`config.mk`:
```
export PLATFORM = sky130hd
export DESIGN_NAME = shifter_pipe_flat
export DESIGN_NICKNAME = d
export VERILOG_FILES = /design/src/rtl/shifter_pipe_if.sv /design/src/rtl/shifter_pipe.sv /design/src/flat_wrapper.sv
export SDC_FILE = /design/constraint.sdc
export NUM_CORES = 1
export LEC_CHECK = 0
export ABC_AREA = 1
export BUFFER_PORTS_ARGS = -buffer_cell sky130_fd_sc_hd__buf_2
export CAP_MARGIN = 30
export CORE_AREA = 3 3 145 147
export DETAILED_ROUTE_END_ITERATION = 10
export DIE_AREA = 0 0 148 150
export GPL_TIMING_DRIVEN = 0
export HOLD_SLACK_MARGIN = 0.08
export PLACE_DENSITY = 0.76
export SLEW_MARGIN = 0
export SYNTH_ARGS = -nofsm -noshare
export SYNTH_HDL_FRONTEND = slang
export SYNTH_SLANG_ARGS = --single-unit
```
`constraint.sdc`:
```
create_clock -name clk -period 1.6 [get_ports clk]
set_input_delay 0.32 -clock clk [delete_from_list [all_inputs] [get_ports clk]]
set_output_delay 0.32 -clock clk [all_outputs]
set_load 0.005 [all_outputs]
```
`src/rtl/shifter_pipe_if.sv`:
```
// shifter_pipe_if
//   Handshake bundle between the operand-fetch side, the pipelined barrel
//   shifter and the ALU result mux.
//   Parameter:
//     WIDTH      operand width (power of two, >= 4)
//   Signals:
//     in_valid   operation present            (master -> slave)
//     in_ready   shifter can accept           (slave  -> master)
//     in_data    operand, WIDTH bits          (master -> slave)
//     in_amt     shift amount, $clog2(WIDTH)  (master -> slave)
//     in_op      00 SRL, 01 SLL, 10 SRA, 11 ROR (master -> slave)
//     out_valid  result present               (slave  -> master)
//     out_ready  downstream accepts result    (master -> slave)
//     out_data   shifted result, WIDTH bits   (slave  -> master)
//   The master modport is the environment around the shifter; the slave
//   modport is the shifter itself.
interface shifter_pipe_if #(
  parameter int WIDTH = 32
);
  localparam int SHW = $clog2(WIDTH);

  logic             in_valid;
  logic             in_ready;
  logic [WIDTH-1:0] in_data;
  logic [SHW-1:0]   in_amt;
  logic [1:0]       in_op;
  logic             out_valid;
  logic             out_ready;
  logic [WIDTH-1:0] out_data;

  modport master (
    output in_valid, in_data, in_amt, in_op, out_ready,
    input  in_ready, out_valid, out_data
  );

  modport slave (
    input  in_valid, in_data, in_amt, in_op, out_ready,
    output in_ready, out_valid, out_data
  );
endinterface

```
`src/rtl/shifter_pipe.sv`:
```
// shifter_pipe
//   Pipelined barrel shifter: SRL, SLL, SRA and optional ROR on a WIDTH-bit
//   operand. There are $clog2(WIDTH) register stages; stage k shifts by 2^k
//   when amount bit k is set. Stages form an elastic chain with a
//   combinational ready path, so one operation per cycle is sustained and
//   back-pressure stalls the chain without loss or duplication.
//   Ports:
//     clk    rising-edge clock
//     rst_n  asynchronous active-low reset (clears every stage)
//     bus    shifter_pipe_if.slave (in_* request side, out_* result side)
//   Configuration macro:
//     SHIFTER_PIPE_ROTATE_EN  defined: op 11 rotates right.
//                             undefined: no rotate logic; op 11 acts as SRL.
module shifter_pipe #(
  parameter int WIDTH = 32
) (
  input  logic          clk,
  input  logic          rst_n,
  shifter_pipe_if.slave bus
);
  localparam int SHW = $clog2(WIDTH);

  // Per-stage registers
  logic [SHW-1:0]            valid_q, valid_d;
  logic [SHW-1:0][WIDTH-1:0] data_q,  data_d;
  logic [SHW-1:0][1:0]       op_q,    op_d;
  logic [SHW-1:0][SHW-1:0]   amt_q,   amt_d;
  logic [SHW-1:0]            sign_q,  sign_d;

  // What each stage would load if it advances
  logic [SHW-1:0]            src_valid;
  logic [SHW-1:0][WIDTH-1:0] src_data;
  logic [SHW-1:0][1:0]       src_op;
  logic [SHW-1:0][SHW-1:0]   src_amt;
  logic [SHW-1:0]            src_sign;

  logic [SHW-1:0]            load;

  // Shift by a fixed power of two. SRA fills with the sign captured at
  // entry rather than the current MSB.
  function automatic logic [WIDTH-1:0] stage_shift(
    input logic [WIDTH-1:0] d,
    input logic [1:0]       op,
    input logic             sign,
    input int               sh
  );
    logic [WIDTH-1:0] hi_mask;
    hi_mask     = ~({WIDTH{1'b1}} >> sh);
    stage_shift = d >> sh;
    case (op)
      2'b01:   stage_shift = d << sh;
      2'b10:   stage_shift = (d >> sh) | (sign ? hi_mask : '0);
`ifdef SHIFTER_PIPE_ROTATE_EN
      2'b11:   stage_shift = (d >> sh) | (d << (WIDTH - sh));
`endif
      default: stage_shift = d >> sh;
    endcase
  endfunction

  // Stage 0 is fed from the bus, every later stage from its predecessor.
  generate
    for (genvar gi = 0; gi < SHW; gi++) begin : g_src
      if (gi == 0) begin : g_head
        assign src_valid[gi] = bus.in_valid;
        assign src_data[gi]  = bus.in_data;
        assign src_op[gi]    = bus.in_op;
        assign src_amt[gi]   = bus.in_amt;
        assign src_sign[gi]  = bus.in_data[WIDTH-1];
      end else begin : g_body
        assign src_valid[gi] = valid_q[gi-1];
        assign src_data[gi]  = data_q[gi-1];
        assign src_op[gi]    = op_q[gi-1];
        assign src_amt[gi]   = amt_q[gi-1];
        assign src_sign[gi]  = sign_q[gi-1];
      end
    end
  endgenerate

  always_comb begin
    logic nxt_load;
    load    = '0;
    valid_d = valid_q;
    data_d  = data_q;
    op_d    = op_q;
    amt_d   = amt_q;
    sign_d  = sign_q;

    // Ready chain from the output back to the input: a stage may load when
    // it is empty or its contents move on this cycle. (!v || (v && x))
    // reduces to (!v || x).
    nxt_load = bus.out_ready;
    for (int k = SHW - 1; k >= 0; k--) begin
      load[k]  = !valid_q[k] || nxt_load;
      nxt_load = load[k];
    end

    for (int k = 0; k < SHW; k++) begin
      if (load[k]) begin
        valid_d[k] = src_valid[k];
        op_d[k]    = src_op[k];
        amt_d[k]   = src_amt[k];
        sign_d[k]  = src_sign[k];
        data_d[k]  = src_amt[k][k]
                     ? stage_shift(src_data[k], src_op[k], src_sign[k], 1 << k)
                     : src_data[k];
      end
    end
  end

  always_ff @(posedge clk or negedge rst_n) begin
    if (!rst_n) begin
      valid_q <= '0;
      data_q  <= '0;
      op_q    <= '0;
      amt_q   <= '0;
      sign_q  <= '0;
    end else begin
      valid_q <= valid_d;
      data_q  <= data_d;
      op_q    <= op_d;
      amt_q   <= amt_d;
      sign_q  <= sign_d;
    end
  end

  assign bus.in_ready  = load[0];
  assign bus.out_valid = valid_q[SHW-1];
  assign bus.out_data  = data_q[SHW-1];

  // The last stage's control fields have no further consumer.
  logic unused_tail;
  assign unused_tail = ^{op_q[SHW-1], amt_q[SHW-1], sign_q[SHW-1]};
endmodule
```
`src/flat_wrapper.sv`:
```
// flat-port wrapper written by rule: the top's interface ports become plain ports
module shifter_pipe_flat 
#(
  parameter int WIDTH = 32
)
  (clk, rst_n, bus_in_valid, bus_in_data, bus_in_amt, bus_in_op, bus_out_ready, bus_in_ready, bus_out_valid, bus_out_data);
  shifter_pipe_if #(.WIDTH(WIDTH)) bus_i ();
  input  logic clk;
  input  logic rst_n;
  input wire logic [$bits(bus_i.in_valid)-1:0] bus_in_valid;
  input wire logic [$bits(bus_i.in_data)-1:0] bus_in_data;
  input wire logic [$bits(bus_i.in_amt)-1:0] bus_in_amt;
  input wire logic [$bits(bus_i.in_op)-1:0] bus_in_op;
  input wire logic [$bits(bus_i.out_ready)-1:0] bus_out_ready;
  output wire logic [$bits(bus_i.in_ready)-1:0] bus_in_ready;
  output wire logic [$bits(bus_i.out_valid)-1:0] bus_out_valid;
  output wire logic [$bits(bus_i.out_data)-1:0] bus_out_data;
  assign bus_i.in_valid = bus_in_valid;
  assign bus_i.in_data = bus_in_data;
  assign bus_i.in_amt = bus_in_amt;
  assign bus_i.in_op = bus_in_op;
  assign bus_i.out_ready = bus_out_ready;
  assign bus_in_ready = bus_i.in_ready;
  assign bus_out_valid = bus_i.out_valid;
  assign bus_out_data = bus_i.out_data;
  shifter_pipe #(.WIDTH(WIDTH)) u_core (.clk(clk), .rst_n(rst_n), .bus(bus_i));
endmodule
```
==> impl_metrics.ini, run 1 <==
[sta]
fmax_mhz = 567
worst_pin_slew_ps = 643
finalClockSkew_ps = 21.6
rsz0062_at_grt = yes
hold_viol_final = 0
setup_viol = 35
finalWorstSetupSlack_ps = -163
finalCritPeriodShare_pct = 110
whs_ps = 85.2
min_period_ps = 1760
slew_headroom_pct = 57.2
finalMaxSlewViolations = 0

[yosys]
syn_inst = 1568
synth_top_area_share_pct = 43.1
synth.area.top_cells = dfrtp_1 43%, nand2_1 21%, nand3_1 7.0%
ys_seq_elements = 187
synth-seq-area-share_pct = 43.1
yosys_warnings = 0
synth_area_um2 = 10900
synth_top_cell_by_area = dfrtp_1
synth.distinct_cells = 25
syn_nets = 1621
avgSynthCellArea_um2 = 6.92

[critical_path]
rrSetupSlack_ps = -90
worstSetupEndpoint = bus_in_ready
critPathMaxStageDelay_ps = 410
path_class = reg -> out
start_kind = register
crit_path_cell_trace = nand3_4 > nor2_4 > nand3_4 > buf_6 > buf_6
arrival_ps = 1440
r2r-start = u_core.valid_q[4]$_DFFE_PN0P_
startpoint = u_core.valid_q[4]$_DFFE_PN0P_
r2r_cells = 9
cp_max_fo = 2
crit_required_ps = 1280
endpoint_kind = primary output
crit-reg2reg-capture = u_core.amt_q[7]$_DFFE_PN0P_
slowest_stage = dfrtp_1

[floorplan]
die_area_um2 = 22200
core_region_area_um2 = 20000
chipHeight_um = 150
pin_count = 77
fp.dieW_um = 148
floorplan.initialDensity_pct = 54.2
row_count = 52

[route]
vias_per_cell = 5.43
drtAntennaViolNets = 0
totalWireLength_um = 31200
wl_per_cell_um = 15.9
first_pass_iters = 5
drt_iter0_markers = 764
drc_errors = 0
dr_total_vias = 10700

[place]
placed_area_um2 = 11600
post-dp-hpwl_um = 23500
post-place-ws_ps = -309
post-place-cells = 1914
gp_congestion = 0.971
portBuffers = 75

[power_and_ir_drop]
clock_power_share_pct = 23.4
p_sw_w = 0.00747
pwr-share-comb_pct = 37.1
pwr-share-seq_pct = 39.5
power_density_nw_per_um2 = 1460
internal_power_w = 0.0112
ir_drop_uv = 833
p_leak_nw = 6.64
power_w = 0.0187
swShare_pct = 40.0

[cells_and_area]
layout_commonest_cell = nand2_1
nets = 1734
drive_above_1_share_pct = 18.4
antenna_cells = 0
design_area_um2 = 12800
stdcell_count = 1964
final_cell_mix = 612 x nand2_1, 185 x dfrtp_1, 139 x nand3_1
area_delta_synth_final_pct = 17.8

[clock_tree]
clk_pin_slew_worst_paths_ps = 90
cts-root-buf = clkbuf_16
cts_buffers = 17
clock-sinks = 187
clockBufferDepth = 2
cts_tree = done
cts.htree.levels = 4
clk_latency_ps = 440

[global_routing]
grt_max_degree = 127
antenna_found_initial = 0
grt_pass1_wl_um = 50600
overflow = 0
grt_util_all_layers_pct = 28.5
grt_pass1_vias = 10000

[hold_path]
hp-class = in -> reg

[job]
timing.max_cap.violations = 0

[status]
status = finished with violations
violations = setup timing
[worst max-delay path: cells and delay by family, from the launching register on]
kind                   cells  cell delay (ps)
buffers and inverters      2              240
and+or+nand+nor            3              350
DFF                        1              410
[synth_stat cells]
library cell and n:
buf_4 39, or2_2 35, nor2_4 1, a21oi_1 17
nand2_1 616, o21ai_0 116, nand4_1 39, o211ai_1 20
buf_6 1, nand3_2 1, nor2_1 104, buf_2 32
nor2_2 3, dfrtp_1 187, a31oi_1 24, clkbuf_1 51
inv_2 4, ha_1 10, buf_1 10, nand3_1 151
clkbuf_2 1, clkinv_1 2, nand2_2 1, o21ai_1 9
inv_1 94
[what timing repair did]
action | 4_1_cts | 5_1_grt
gates resized for setup | 58 | 91
endpoints found under the setup margin | 86 | 143
pin swaps | 4 | 6
hold buffers | 4 | 0
hold endpoints to repair | 64 | 0
buffers inserted | 9 | 9
[kinds of logic (layout without fill, tap and decap cells)]
kind of cell | Yosys count | in the layout | synth area share, %
adders and majority gates | 10 | 10 | 1.15
DFF | 187 | 187 | 43.1
and+or+nand+nor | 951 | 951 | 36.5
AOI/OAI and AO/OA | 186 | 186 | 9.31
buffers and inverters | 234 | 360 | 9.89
[cell type report]
type / instances / area (µm²)
fillers: 1872 / 7250
flip-flops and latches: 187 / 4680
clock inverters: 15 / 198
plain buffers: 130 / 807
well taps: 270 / 338
inverters: 100 / 384
repair buffers: 98 / 598
clock buffers: 17 / 425
multi-input cells: 1147 / 5360
[worst min path at each step]
stage                                       start                             endpoint  depth (start not counted)
floorplan                                   rst_n         u_core.amt_q[13]$_DFFE_PN0P_                          0
global route                        bus_in_amt[2]          u_core.amt_q[2]$_DFFE_PN0P_                          3
CTS                                 bus_in_amt[2]          u_core.amt_q[2]$_DFFE_PN0P_                          3
detailed placement                          rst_n  u_core.bus.out_data[21]$_DFFE_PN0P_                          1
global placement    u_core.valid_q[3]$_DFFE_PN0P_        u_core.valid_q[4]$_DFFE_PN0P_                          2
finish                              bus_in_amt[2]          u_core.amt_q[2]$_DFFE_PN0P_                          3
[power groups by stage]
stage	sequential [W]	clock [W]	combinational, W
5_1_grt	0.00753	0.00464	0.00773
2_1_floorplan	0.00696	0	0.00441
3_3_place_gp	0.00733	0	0.00615
4_1_cts	0.00732	0.00442	0.00658
6_report	0.00737	0.00438	0.00692
3_5_place_dp	0.00740	0	0.00623
[flip-flops by register name (all words and copies together) (netlist names)]
signal,flops
u_core.bus.out_data,32
u_core.data_q,128
u_core.op_q,8
u_core.sign_q,4
u_core.valid_q,5
u_core.amt_q,10
[through the flow]
step	TNS, ps	utilization (%)
floorplan	0	-
global placement	-515250	57.7
detailed placement	-19820	57.9
CTS	-430	62.5
global route	-6910	63.8
finish	-1520	63.8
[routing by layer]
layer	track usage, %	share of wire, %	vias to the layer above
li1	-	-	5222
met1	34.1	41	5029
met2	52.1	52	346
met3	3.76	4.0	76
met4	10.9	3.4	0
met5	0	0	-
Power figures use the tool's default switching activity.
==> run 2: changes to the inputs <==
Settings changed: CORE_AREA 3 3 145 147 to 3 3 195 197, DIE_AREA 0 0 148 150 to 0 0 198 200, PLACE_DENSITY 0.76 to 0.47.
==> run 2 against run 1 <==
Net effect:
- the flow still finishes with violations (setup timing)
- cell area grew 3.3%
- clock power grew 6.4%
- final cell count grew 10%
- utilization shrank 28 points
- critical path type unchanged
- critical endpoint unchanged
- largest power group unchanged
==> impl_metrics.ini, run 2 (same netlist as run 1, synthesis figures left out) <==
[cells_and_area]
layout_commonest_cell = nand2_1
nets = 1738
fill_cells = 4003
antenna_cells = 0
largest_reg_flops = 128
stdcell_count = 2166
final_cell_mix = 612 x nand2_1, 185 x dfrtp_1, 139 x nand3_1
area_delta_synth_final_pct = 21.7
largest_register = u_core.data_q
drive_above_1_share_pct = 19.1
ff_latch_area_um2 = 4680
multi_input_area_um2 = 5400

[global_routing]
grt_util_all_layers_pct = 17.8
grt_pass1_wl_um = 55200
grt_pass1_vias = 10000
antenna_found_initial = 0
overflow = 0
grt_max_degree = 102

[clock_tree]
clk_pin_slew_worst_paths_ps = 70
cts_tree = done
cts.htree.levels = 4
clockBufferDepth = 2
clk_latency_ps = 460
cts_buffers = 17
clock-sinks = 187
cts-root-buf = clkbuf_16

[sta]
fmax_mhz = 558
min_period_ps = 1790
rsz0062_at_grt = yes
worst_pin_slew_ps = 565
finalClockSkew_ps = 14.8
slew_headroom_pct = 62.3
finalWorstSetupSlack_ps = -193
whs_ps = 106
finalSetupTns_ps = -502
finalMaxSlewViolations = 0
hold_viol_final = 0
finalCritPeriodShare_pct = 112
setup_viol = 25

[critical_path]
critPathBufInv = 2
path_class = reg -> out
slowest_stage = dfrtp_1
arrival_ps = 1470
cp_max_fo = 3
crit_required_ps = 1280
critPathMaxStageDelay_ps = 370
start_kind = register
crit_top_cell = buf_6
endpoint_kind = primary output
crit_path_cell_trace = nand3_2 > nor2_4 > nand3_4 > buf_6 > buf_6
crit_family = simple AND/OR/NAND/NOR gates

[floorplan]
core_region_area_um2 = 36400
floorplan.initialDensity_pct = 29.8
chipHeight_um = 200
pin_count = 77
die_area_um2 = 39600
fp.dieW_um = 198
row_count = 70

[job]
timing.max_cap.violations = 0

[power_and_ir_drop]
ir_drop_uv = 901
power_density_nw_per_um2 = 1450
power_w = 0.0192
p_leak_nw = 6.70

[route]
dr_total_vias = 10300
vias_per_cell = 4.77
drtAntennaViolNets = 0
totalWireLength_um = 34400
drt_iter0_markers = 614
first_pass_iters = 7
wl_per_cell_um = 15.9
drc_errors = 0

[status]
status = finished with violations
violations = setup timing

[place]
gp_congestion = 0.929
post-dp-hpwl_um = 26500
post-place-cells = 2112
portBuffers = 75

[hold_path]
hp-class = in -> reg
==> run 2: cell count changes in the layout (fill, tap and decap cells not counted), sizes merged <==
cell | previous run | this run
clkinv | 9 | 5
clkbuf | 65 | 68
bufinv | 1 | 3
buf | 176 | 177
dlygate4sd3 | 4 | 5
inv | 103 | 104
==> run 2: layout make-up <==
class | count | area share, %
Multi-Input combinational cell | 1147 | 40.9
Tap cell | 468 | 4.43
Sequential cell | 187 | 35.4
Inverter | 100 | 3.00
Timing Repair Buffer | 104 | 5.18
Buffer | 128 | 6.28
Clock inverter | 14 | 1.53
Clock buffer | 18 | 3.25
==> run 2: worst min-delay path, stage by stage <==
cell	delay, ps
buf_2	80
nand2_1	60
nand2_1	60
==> run 2: worst paths after layout <==
kind	slack, ps	depth (start not counted)	start	endpoint
min in group asynchronous	420	2	rst_n	u_core.bus.out_data[16]$_DFFE_PN0P_
setup reg to reg	-50	9	u_core.valid_q[4]$_DFFE_PN0P_	u_core.amt_q[7]$_DFFE_PN0P_
hold / removal	110	3	bus_in_amt[1]	u_core.amt_q[1]$_DFFE_PN0P_
max in group asynchronous	340	3	rst_n	u_core.data_q[59]$_DFFE_PN0P_
setup / recovery	-190	5	u_core.valid_q[4]$_DFFE_PN0P_	bus_in_ready
hold reg to reg	480	2	u_core.valid_q[3]$_DFFE_PN0P_	u_core.valid_q[4]$_DFFE_PN0P_
==> run 2: metrics by stage <==
| step | area, µm² | util, % | setup slack, ps |
|---|---|---|---|
| 2_1_floorplan | 10900 | - | 50.6 |
| 3_3_place_gp | 11800 | 32.4 | -2980 |
| 3_5_place_dp | 11900 | 32.5 | -436 |
| 4_1_cts | 12800 | 35.2 | -231 |
| 5_1_grt | 13200 | 36.3 | -249 |
| 6_report | 13200 | 36.3 | -193 |
==> run 2: report_power, final <==
| part | switching [W] | internal [W] |
|---|---|---|
| logic | 0.00423 | 0.00289 |
| clock network | 0.00212 | 0.00254 |
| registers | 0.00128 | 0.00615 |
| total | 0.00762 | 0.0116 |
==> run 2: routing by layer <==
| layer | vias to the layer above | routed length, µm | share of wire (%) | GRT usage [%] |
|---|---|---|---|---|
| met5 | - | 0 | 0 | 0 |
| met4 | 0 | 1040 | 3.0 | 6.21 |
| met3 | 43 | 969 | 2.8 | 2.50 |
| met2 | 187 | 16600 | 48 | 30.4 |
| met1 | 4864 | 15800 | 46 | 23.2 |
| li1 | 5244 | - | - | - |
==> run 2: timing repair <==
item                                    in CTS  in global routing
setup buffers                               10                 12
hold endpoints to repair                   104                  0
pin swaps                                    4                  9
hold buffers                                 5                  0
resized for setup                           66                110
endpoints found under the setup margin     126                152
gates cloned                                 0                  1
